[src/rtl/scm_bist_pkg.sv]
// Shared types and the March C- element table for the register-file BIST.
package scm_bist_pkg;

    typedef enum logic [2:0] {
        ST_IDLE,
        ST_RUN,
        ST_GAP,
        ST_DRAIN,
        ST_DONE
    } state_t;

    typedef enum logic {
        OP_R = 1'b0,
        OP_W = 1'b1
    } op_kind_t;

    typedef struct packed {
        logic     down;
        logic     two_op;
        op_kind_t op0;
        logic     d0;
        op_kind_t op1;
        logic     d1;
    } elem_t;

    localparam int NUM_ELEM = 6;

    // For read ops the data bit is the expected read-back value.
    localparam elem_t ELEM0 = '{down: 1'b0, two_op: 1'b0, op0: OP_W, d0: 1'b0, op1: OP_W, d1: 1'b0};
    localparam elem_t ELEM1 = '{down: 1'b0, two_op: 1'b1, op0: OP_R, d0: 1'b0, op1: OP_W, d1: 1'b1};
    localparam elem_t ELEM2 = '{down: 1'b0, two_op: 1'b1, op0: OP_R, d0: 1'b1, op1: OP_W, d1: 1'b0};
    localparam elem_t ELEM3 = '{down: 1'b1, two_op: 1'b1, op0: OP_R, d0: 1'b0, op1: OP_W, d1: 1'b1};
    localparam elem_t ELEM4 = '{down: 1'b1, two_op: 1'b1, op0: OP_R, d0: 1'b1, op1: OP_W, d1: 1'b0};
    localparam elem_t ELEM5 = '{down: 1'b0, two_op: 1'b0, op0: OP_R, d0: 1'b0, op1: OP_R, d1: 1'b0};

    function automatic elem_t elem_info(input logic [2:0] idx);
        case (idx)
            3'd0:    return ELEM0;
            3'd1:    return ELEM1;
            3'd2:    return ELEM2;
            3'd3:    return ELEM3;
            3'd4:    return ELEM4;
            default: return ELEM5;
        endcase
    endfunction

    function automatic logic elem_is_down(input logic [2:0] idx);
        elem_t e;
        e = elem_info(idx);
        return e.down;
    endfunction

    function automatic logic op_is_read(input elem_t e, input logic op);
        return ((op ? e.op1 : e.op0) == OP_R);
    endfunction

    function automatic logic op_data(input elem_t e, input logic op);
        return op ? e.d1 : e.d0;
    endfunction

    // Value driven on D_T: the pattern bit for writes, zero for reads.
    function automatic logic op_wbit(input elem_t e, input logic op);
        return !op_is_read(e, op) && op_data(e, op);
    endfunction

endpackage

[src/rtl/scm_bist_checker.sv]
// Read-compare pipeline: aligns each issued read with Q_T, counts mismatches
// and latches the first failing address/element.
module scm_bist_checker #(
    parameter int ADDR_WIDTH    = 5,
    parameter int DATA_WIDTH    = 32,
    parameter int READ_LATENCY  = 1,
    parameter int ERR_CNT_WIDTH = 8
) (
    input  logic                     clk,
    input  logic                     rst,
    input  logic                     i_clear,
    input  logic                     i_rd_valid,
    input  logic                     i_exp,
    input  logic [ADDR_WIDTH-1:0]    i_addr,
    input  logic [2:0]               i_elem,
    input  logic [DATA_WIDTH-1:0]    i_q,
    output logic                     o_fail,
    output logic [ADDR_WIDTH-1:0]    o_fail_addr,
    output logic [2:0]               o_fail_elem,
    output logic [ERR_CNT_WIDTH-1:0] o_err_count
);
    typedef struct packed {
        logic                  valid;
        logic                  exp;
        logic [ADDR_WIDTH-1:0] addr;
        logic [2:0]            elem;
    } stage_t;

    stage_t                   r_pipe [READ_LATENCY];
    logic                     r_fail;
    logic [ADDR_WIDTH-1:0]    r_fail_addr;
    logic [2:0]               r_fail_elem;
    logic [ERR_CNT_WIDTH-1:0] r_err_count;
    logic                     w_mismatch;

    assign w_mismatch = r_pipe[READ_LATENCY-1].valid &&
                        (i_q != {DATA_WIDTH{r_pipe[READ_LATENCY-1].exp}});

    always_ff @(posedge clk) begin
        if (rst || i_clear) begin
            for (int i = 0; i < READ_LATENCY; i++) r_pipe[i] <= '0;
            r_fail      <= 1'b0;
            r_fail_addr <= '0;
            r_fail_elem <= '0;
            r_err_count <= '0;
        end else begin
            r_pipe[0] <= '{valid: i_rd_valid, exp: i_exp, addr: i_addr, elem: i_elem};
            for (int i = 1; i < READ_LATENCY; i++) r_pipe[i] <= r_pipe[i-1];
            if (w_mismatch) begin
                if (r_err_count != '1) r_err_count <= r_err_count + ERR_CNT_WIDTH'(1);
                if (!r_fail) begin
                    r_fail      <= 1'b1;
                    r_fail_addr <= r_pipe[READ_LATENCY-1].addr;
                    r_fail_elem <= r_pipe[READ_LATENCY-1].elem;
                end
            end
        end
    end

    assign o_fail      = r_fail;
    assign o_fail_addr = r_fail_addr;
    assign o_fail_elem = r_fail_elem;
    assign o_err_count = r_err_count;

endmodule

[src/rtl/scm_march_bist.sv]
// March C- BIST controller driving the register-file wrapper test port.
// States: IDLE wait start | RUN one op/cycle | GAP idle between elements | DRAIN wait compares | DONE status valid
module scm_march_bist
    import scm_bist_pkg::*;
#(
    parameter int ADDR_WIDTH    = 5,
    parameter int DATA_WIDTH    = 32,
    parameter int NUM_BYTE      = DATA_WIDTH / 8,
    parameter int READ_LATENCY  = 1,
    parameter int ERR_CNT_WIDTH = 8
) (
    input  logic                     clk,
    input  logic                     rst,
    input  logic                     start,
    output logic                     busy,
    output logic                     done,
    output logic                     fail,
    output logic [ADDR_WIDTH-1:0]    fail_addr,
    output logic [2:0]               fail_elem,
    output logic [ERR_CNT_WIDTH-1:0] err_count,
    output logic                     BIST,
    output logic                     CSN_T,
    output logic                     WEN_T,
    output logic [ADDR_WIDTH-1:0]    A_T,
    output logic [DATA_WIDTH-1:0]    D_T,
    output logic [NUM_BYTE-1:0]      BE_T,
    input  logic [DATA_WIDTH-1:0]    Q_T
);
    localparam int DRAIN_W = (READ_LATENCY > 1) ? $clog2(READ_LATENCY) : 1;
    localparam logic [ADDR_WIDTH-1:0] ADDR_ONE   = ADDR_WIDTH'(1);
    localparam logic [DRAIN_W-1:0]    DRAIN_INIT = DRAIN_W'(READ_LATENCY - 1);

    state_t                r_state;
    logic [2:0]            r_elem;
    logic [ADDR_WIDTH-1:0] r_addr;
    logic                  r_op;
    logic [DRAIN_W-1:0]    r_drain;
    logic                  r_bist;
    logic                  r_busy;
    logic                  r_done;
    logic                  r_csn;
    logic                  r_wen;
    logic                  r_dval;

    elem_t                 w_cur;
    logic                  w_last;
    logic [ADDR_WIDTH-1:0] w_adv_addr;
    logic                  w_adv_op;
    logic                  w_nxt_down;
    logic                  w_start_ok;

    // Terminal address is N-1 going up and 0 going down; the counter never wraps.
    always_comb begin
        w_cur      = elem_info(r_elem);
        w_last     = (r_addr == {ADDR_WIDTH{~w_cur.down}}) && (!w_cur.two_op || r_op);
        w_adv_addr = r_addr;
        w_adv_op   = 1'b0;
        if (w_cur.two_op && !r_op) w_adv_op = 1'b1;
        else if (w_cur.down)       w_adv_addr = r_addr - ADDR_ONE;
        else                       w_adv_addr = r_addr + ADDR_ONE;
        w_nxt_down = elem_is_down(r_elem + 3'd1);
    end

    assign w_start_ok = start && (r_state == ST_IDLE || r_state == ST_DONE);

    always_ff @(posedge clk) begin
        if (rst) begin
            r_state <= ST_IDLE;
            r_elem  <= '0;
            r_addr  <= '0;
            r_op    <= 1'b0;
            r_drain <= '0;
            r_bist  <= 1'b0;
            r_busy  <= 1'b0;
            r_done  <= 1'b0;
            r_csn   <= 1'b1;
            r_wen   <= 1'b1;
            r_dval  <= 1'b0;
        end else begin
            case (r_state)
                ST_IDLE, ST_DONE: begin
                    if (start) begin
                        r_state <= ST_RUN;
                        r_elem  <= '0;
                        r_addr  <= '0;
                        r_op    <= 1'b0;
                        r_bist  <= 1'b1;
                        r_busy  <= 1'b1;
                        r_done  <= 1'b0;
                        r_csn   <= 1'b0;
                        r_wen   <= op_is_read(ELEM0, 1'b0);
                        r_dval  <= op_wbit(ELEM0, 1'b0);
                    end
                end
                ST_RUN: begin
                    if (w_last) begin
                        r_csn  <= 1'b1;
                        r_wen  <= 1'b1;
                        r_dval <= 1'b0;
                        if (r_elem == 3'(NUM_ELEM - 1)) begin
                            r_state <= ST_DRAIN;
                            r_drain <= DRAIN_INIT;
                        end else begin
                            r_state <= ST_GAP;
                            r_elem  <= r_elem + 3'd1;
                            r_addr  <= {ADDR_WIDTH{w_nxt_down}};
                            r_op    <= 1'b0;
                        end
                    end else begin
                        r_addr <= w_adv_addr;
                        r_op   <= w_adv_op;
                        r_csn  <= 1'b0;
                        r_wen  <= op_is_read(w_cur, w_adv_op);
                        r_dval <= op_wbit(w_cur, w_adv_op);
                    end
                end
                ST_GAP: begin
                    r_state <= ST_RUN;
                    r_csn   <= 1'b0;
                    r_wen   <= op_is_read(w_cur, 1'b0);
                    r_dval  <= op_wbit(w_cur, 1'b0);
                end
                ST_DRAIN: begin
                    if (r_drain == '0) begin
                        r_state <= ST_DONE;
                        r_busy  <= 1'b0;
                        r_bist  <= 1'b0;
                        r_done  <= 1'b1;
                    end else begin
                        r_drain <= r_drain - DRAIN_W'(1);
                    end
                end
                default: r_state <= ST_IDLE;
            endcase
        end
    end

    scm_bist_checker #(
        .ADDR_WIDTH    (ADDR_WIDTH),
        .DATA_WIDTH    (DATA_WIDTH),
        .READ_LATENCY  (READ_LATENCY),
        .ERR_CNT_WIDTH (ERR_CNT_WIDTH)
    ) u_checker (
        .clk         (clk),
        .rst         (rst),
        .i_clear     (w_start_ok),
        .i_rd_valid  (~r_csn & r_wen),
        .i_exp       (op_data(w_cur, r_op)),
        .i_addr      (r_addr),
        .i_elem      (r_elem),
        .i_q         (Q_T),
        .o_fail      (fail),
        .o_fail_addr (fail_addr),
        .o_fail_elem (fail_elem),
        .o_err_count (err_count)
    );

    assign busy  = r_busy;
    assign done  = r_done;
    assign BIST  = r_bist;
    assign CSN_T = r_csn;
    assign WEN_T = r_wen;
    assign A_T   = r_addr;
    assign D_T   = {DATA_WIDTH{r_dval}};
    assign BE_T  = {NUM_BYTE{r_bist}};

endmodule

[config.mk]
export PLATFORM = sky130hd
export DESIGN_NAME = scm_march_bist
export DESIGN_NICKNAME = d
export VERILOG_FILES = /design/src/rtl/scm_bist_pkg.sv /design/src/rtl/scm_bist_checker.sv /design/src/rtl/scm_march_bist.sv
export SDC_FILE = /design/constraint.sdc
export NUM_CORES = 1
export LEC_CHECK = 0
export CORE_ASPECT_RATIO = 2
export CORE_MARGIN = 2
export CORE_UTILIZATION = 45
export CTS_CLUSTER_DIAMETER = 50
export DETAILED_ROUTE_END_ITERATION = 6
export GPL_TIMING_DRIVEN = 0
export PLACE_DENSITY_LB_ADDON = 0.15
export SLEW_MARGIN = 20
export SYNTH_ARGS = -nofsm -noshare
export SYNTH_HDL_FRONTEND = slang
export SYNTH_HIERARCHICAL = 1
export SYNTH_SLANG_ARGS = --single-unit
export TNS_END_PERCENT = 1
[constraint.sdc]
create_clock -name clk -period 3.05 [get_ports clk]
set_clock_uncertainty 0.15 [all_clocks]
set_input_delay 0.61 -clock clk [delete_from_list [all_inputs] [get_ports clk]]
set_output_delay 0.61 -clock clk [all_outputs]
set_load 0.03 [all_outputs]
After elaboration in Yosys (flattened, before gate mapping)
Memory sizes are Yosys's and may differ from the RTL's.
Cells that the tools add are included.

storage, ports and cells
  word-level logic and storage cells = 123
  memories = 1
  input port bits = 35
  memory bits (writable) = 10
  bits in registers = 35

memory list
  memory            words  bits a word  read ports  clocked after memory_dff  write ports  RTL line                text
  u_checker.r_pipe  1      10           1           0                         1            scm_bist_checker.sv:29  stage_t r_pipe [READ_LATENCY];

operators by class
  equality and inequality tests = 23
  add/subtract/negate cells = 5
  multiplexer cells = 45
  bitwise logic cells = 6
  reductions and logical operators = 29

operators with widths
  kind                                           number
  one-hot mux 6 bit (5 select lines)             2
  inequality test 32 bit                         1
  2-to-1 mux 5 bit                               5
  2-to-1 mux 1 bit                               21
  == test 3 x 2 -> 1 bit, second input constant  6
  2-to-1 mux 3 bit                               6
  == test 3 bit, second input constant           4
  one-hot mux 3 bit (4 select lines)             1
  AND reduction 3 bit                            4
  2-to-1 mux 10 bit                              1
  inequality test 2 bit, second input constant   5
  one-hot mux 5 bit (2 select lines)             1
  OR reduction 10 bit                            1
  == test 3 x 1 -> 1 bit, second input constant  3
  logical NOT 3 bit                              3
  one-hot mux 1 bit (3 select lines)             3
  adder 8 x 1 -> 8 bit, second input constant    1
  inequality test 8 bit, second input constant   1
  one-hot mux 1 bit (2 select lines)             4
  AND reduction 4 bit                            2
  logical AND 1 bit                              6
  inequality test 3 bit, second input constant   2
  one-hot mux 3 bit (2 select lines)             1
  AND reduction 2 bit                            3
  other kinds (12)                               21

Logic depth before layout (Yosys ltp)
Gate-level depths: netlist (run 1).

  depth after elaboration = 8
  depth in mapped cells = 9
  gate-level depth less buffers = 9

By module
Netlist (run 1), hierarchy kept.

modules (own cells, without submodules)
  module            cells an instance  area each (µm²)  seq. area each (µm²)  instances
  scm_march_bist    167                1391.3           340.3                 1
  scm_bist_checker  141                1212.4           540.5                 1

Worst setup path after synthesis (run 1)
No wires, ideal clock.

  kind = register -> register
  start point = register r_elem[0]
  end point = register r_op
  library setup time = 0.115 ns
  path buffers = 1
  cell stages (with the launch flop) = 10
  arrival = 2.327 ns
  required time = 2.785 ns
  slack = 0.459 ns
  path through = dfxtp_1 -> inv_1 -> ha_1 -> mux2_4 -> ha_1 -> nand3_1 -> or3b_1 -> buf_2 -> o22a_1 -> o21a_1

on the way
  longest elaborated chain between the ends = 7

ends and longest elaborated chain
  element                                                                                            RTL line               text
  start: declaration                                                                                 scm_march_bist.sv:34   logic [2:0] r_elem;
  start signal: assignment                                                                           scm_march_bist.sv:105  r_elem <= r_elem + 3'd1;
  == test 3 bit, or another cell as far along                                                        scm_bist_pkg.sv:37     case (idx)
  one-hot mux 6 bit (5 select lines)                                                                 scm_bist_pkg.sv:37
  inverter 1 bit / logical NOT 1 bit (equally long branches)                                         scm_march_bist.sv:55   w_last = (r_addr == {ADDR_WIDTH{~w_cur.down}}) && (!w_cur.two_op || r_op);
  == test 5 bit / logical OR 1 bit (equally long branches)                                           scm_march_bist.sv:55
  logical AND 1 bit                                                                                  scm_march_bist.sv:55
  inequality test 3 bit (no source line) / 2-to-1 mux 1 bit (equally long branches)                  -
  AND reduction 3 bit (no source line) / one-hot mux 1 bit (2 select lines) (equally long branches)  -
  end signal: assignment                                                                             scm_march_bist.sv:111  r_op <= w_adv_op;
  end: declaration                                                                                   scm_march_bist.sv:36   logic r_op;

Several ways; a longest one is shown, not always the timed one.
A chain may end at the register's enable or synchronous reset.

Worst setup path after layout (run 1)
  start point = register r_elem[1]
  end point = register r_op

The elaborated chain is that of the path after synthesis.

==> results of run 1 <==
## final cells by class
class / count / share of cell area, %
Clock buffer: 5 / 3.26
Timing Repair Buffer: 97 / 25.3
Multi-Input combinational cell: 207 / 35.2
Sequential cell: 44 / 23.0
Inverter: 9 / 0.880
Clock inverter: 2 / 1.56
Buffer: 48 / 8.83
Tap cell: 61 / 1.99
## routing by layer
metal  vias to the layer above  GRT usage, %  routed length [um]
met5                         -             0                   0
met4                         0          11.5                 221
met3                        19          4.07                 380
met2                        80          38.6                3660
met1                      1125          17.9                2070
li1                       1260             -                   -
## cell families after synthesis
family                     Yosys count
AOI/OAI and AO/OA                   50
xor gates and xnor gates             5
adders and majority gates           10
buffers and inverters               57
DFF                                 44
muxes                               14
and+or+nand+nor                    128
## synth_stat cells (2+ instances only)
cell type  count  area (sq um)
ha_1           9           113
buf_4         39           293
xnor2_1        2          17.5
a21o_1         3          22.5
mux2i_1       12           120
a31oi_1        3          18.8
or2_2          3          18.8
o21a_1         2          15.0
nor2b_1        2          12.5
o22a_1         2          17.5
nand2b_1       3          18.8
and2_1        10          62.6
xor2_1         3          26.3
o21ai_0        6          30.0
nor4_1         4          25.0
nor3_1         7          35.0
a22o_1         4          35.0
or4_1          4          30.0
nand3_1       15          75.1
o31a_1         2          17.5
or3_1          9          56.3
o22ai_1        2          12.5
dfxtp_1       44           881
nand2_1       39           146
and3_1         2          12.5
a21oi_1       12          60.1
o21ai_1        5          25.0
clkbuf_1       7          26.3
inv_1          9          33.8
a221o_1        2          20.0
nand4_1        7          43.8
nor2_1        16          60.1
## final timing paths
path | start | endpoint | slack [ns] | cells past startpoint
setup / recovery | r_elem[1] | r_op | 0.26 | 9
hold / removal | u_checker/r_pipe[0][2] | u_checker/o_fail_elem[2] | 0.29 | 2
setup reg to reg | r_elem[1] | r_op | 0.26 | 9
hold reg to reg | u_checker/r_pipe[0][2] | u_checker/o_fail_elem[2] | 0.29 | 2
## power groups by stage
| stage | sequential [uW] | clock (uW) | combinational, uW |
|---|---|---|---|
| floorplan | 621 | 0 | 81.8 |
| global placement | 610 | 0 | 180 |
| detailed placement | 611 | 0 | 183 |
| CTS | 598 | 685 | 184 |
| global route | 600 | 703 | 195 |
| finish | 598 | 668 | 183 |
## cell usage in the layout (no fill, tap or decap), types with 4 or more instances in the layout
cell type,count
nor2_1,16
dfxtp_1,42
or4_1,4
and2_1,10
nor3_1,7
or3_1,9
nor4_1,4
clkdlybuf4s50_1,97
inv_1,9
nand4_1,7
a22o_1,4
clkbuf_16,5
a21oi_1,12
ha_1,9
mux2i_1,12
nand3_1,15
o21ai_0,6
o21ai_1,5
clkbuf_1,7
nand2_1,39
buf_4,39
## metrics by stage
step,total power (uW),worst slack (ns),utilization (%),hold WS [ns]
5_1_grt,1500,0.106,67.8,0.314
4_1_cts,1470,0.0528,67.8,0.291
3_5_place_dp,793,0.101,64.5,0.282
3_3_place_gp,790,0.0787,64.5,0.273
2_1_floorplan,703,0.459,-,0.270
6_report,1450,0.263,67.8,0.286
## worst register-to-register path: stages (launching register included)
cell and delay, ns:
dfxtp_1 0.43, inv_1 0.11, ha_1 0.26, mux2_4 0.34, ha_1 0.38, nand3_1 0.13, or3b_1 0.37, buf_2 0.17
o22a_1 0.18, o21a_1 0.16
## sequential cells by signal (all words and copies together) (netlist names)
name,flops
done,1
WEN_T,1
u_checker/o_fail,1
busy,1
r_elem,3
u_checker/o_fail_elem,3
r_op,1
r_state,3
CSN_T,1
u_checker/o_fail_addr,5
u_checker/r_pipe,10
r_dval,1
u_checker/o_err_count,8
A_T,5
==> out/results.ini, run 1 <==
[status]
status=finished, final reports clean

[sta]
maxSlewHeadroom_pct=57.0
slew_violations=0
fin_crit_ns=2.79
rsz0062_at_grt=no
setup_viol=0
tightest_slew_ns=0.640
fin_setup_tns_ns=0
fmax_mhz=359
hold_viol_final=0
fin_crit_sh_pct=91.4

[clocking]
cts_sinks=44
cts_tree=yes
post_cts_resize_count=0
clk_latency_ns=0.28
clk_path_buf_depth=2
cts-hold-fix-buffers=0
cts_setup_buffers=0
clockRootBuffer=clkbuf_16
cts.reportedPaths.clkPinSlew_ns=0.06
htreeDepth=2
numCtsBuffers=5

[drt]
drtIter0Drc=38
wl_per_cell_um=13.4
ant_nets=0
drtPass1Iterations=4
drc=0
vias_per_cell=5.25
wl_mm=6.33
vias=2484

[pwr]
powerDensity_nw_per_um2=377
switchingPower_uw=305
irDropWorstVdd_v=0.000469
p_seq_share_pct=41.3
combPwrFrac_pct=12.6
p_int_uw=1140
swShare_pct=21.0
total_leakage_power_uw=0.00152
clkPwrFrac_pct=46.1

[critical_path]
crit_family=adder cells
cp-start-kind=flip-flop
worstPathRequired_ns=3.08
worstSetupPathType=reg -> reg
cp_common_cell=ha_1
path_buf_inv=2
endpoint_kind=flip-flop
critPathMaxFanout=7
max_stage_delay_ns=0.43
crit_chain=inv_1 -> ha_1 -> mux2_4 -> ha_1 -> nand3_1 -> or3b_1 -> buf_2 -> o22a_1 -> o21a_1
arrival_ns=2.82
critPathSlowestCell=dfxtp_1

[floorplanning]
fp-row-count=39
core_sq_um=5660
die_y_um=112
start_util_pct=46.0
ios=98
die_w_um=57.8
dieArea_sq_um=6450

[synth]
avgSynthCellArea_sq_um=8.45
synth_ff_type=dfxtp_1
synth-adder-area-share_pct=5.09
synth-simple-area-share_pct=26.0
ys_seq_area_share_pct=33.8
synthXorXnorAreaFrac_pct=1.68
async_flop_share_pct=0
synth_cells=308
synth_compound_gate_area_share_pct=13.0
synth_seq_cells=44
synth_mux_area_share_pct=6.05
yosys_warnings=6
synth_enable_flop_cells=0
syn_nets=353
synth_top_family_by_area=simple AND/OR/NAND/NOR gates
synth_cell_types=51
synthesis.area_sq_um=2600

[layout]
final_nets=457
final_cell_area_sq_um=3840
register_area_sq_um=883
final_cells=473
fill_cells=481
multiInputGateArea_sq_um=1350
area_growth_pct=47.4
diodes=0
drive_gt1_share_pct=14.8

[grt]
globalRouteTotalUtil_pct=20.0
antenna_found_initial=0
grt-ovfl-total=0
grt_max_degree=34
grt_pass1_wl_mm=10.2
grt_pass1_vias=2299

[job]
max_cap_violations=0

[place]
io_buffers=97
placed_area_sq_um=3650
place_congestion=0.874
place_inst=466
dp_hpwl_mm=5.06

[worst_hold_path]
hold_class=reg -> reg

Note: power is estimated with default switching activity, not from simulation.
==> run 2: changes to the inputs <==
--- a/config.mk
+++ b/config.mk
@@ -5,6 +5,7 @@
 export SDC_FILE = /design/constraint.sdc
 export NUM_CORES = 1
 export LEC_CHECK = 0
+export CAP_MARGIN = 15
 export CORE_ASPECT_RATIO = 2
 export CORE_MARGIN = 2
 export CORE_UTILIZATION = 45
==> results of run 2 <==
Same layout as run 1: the final DEF is identical, and so are final timing and power.
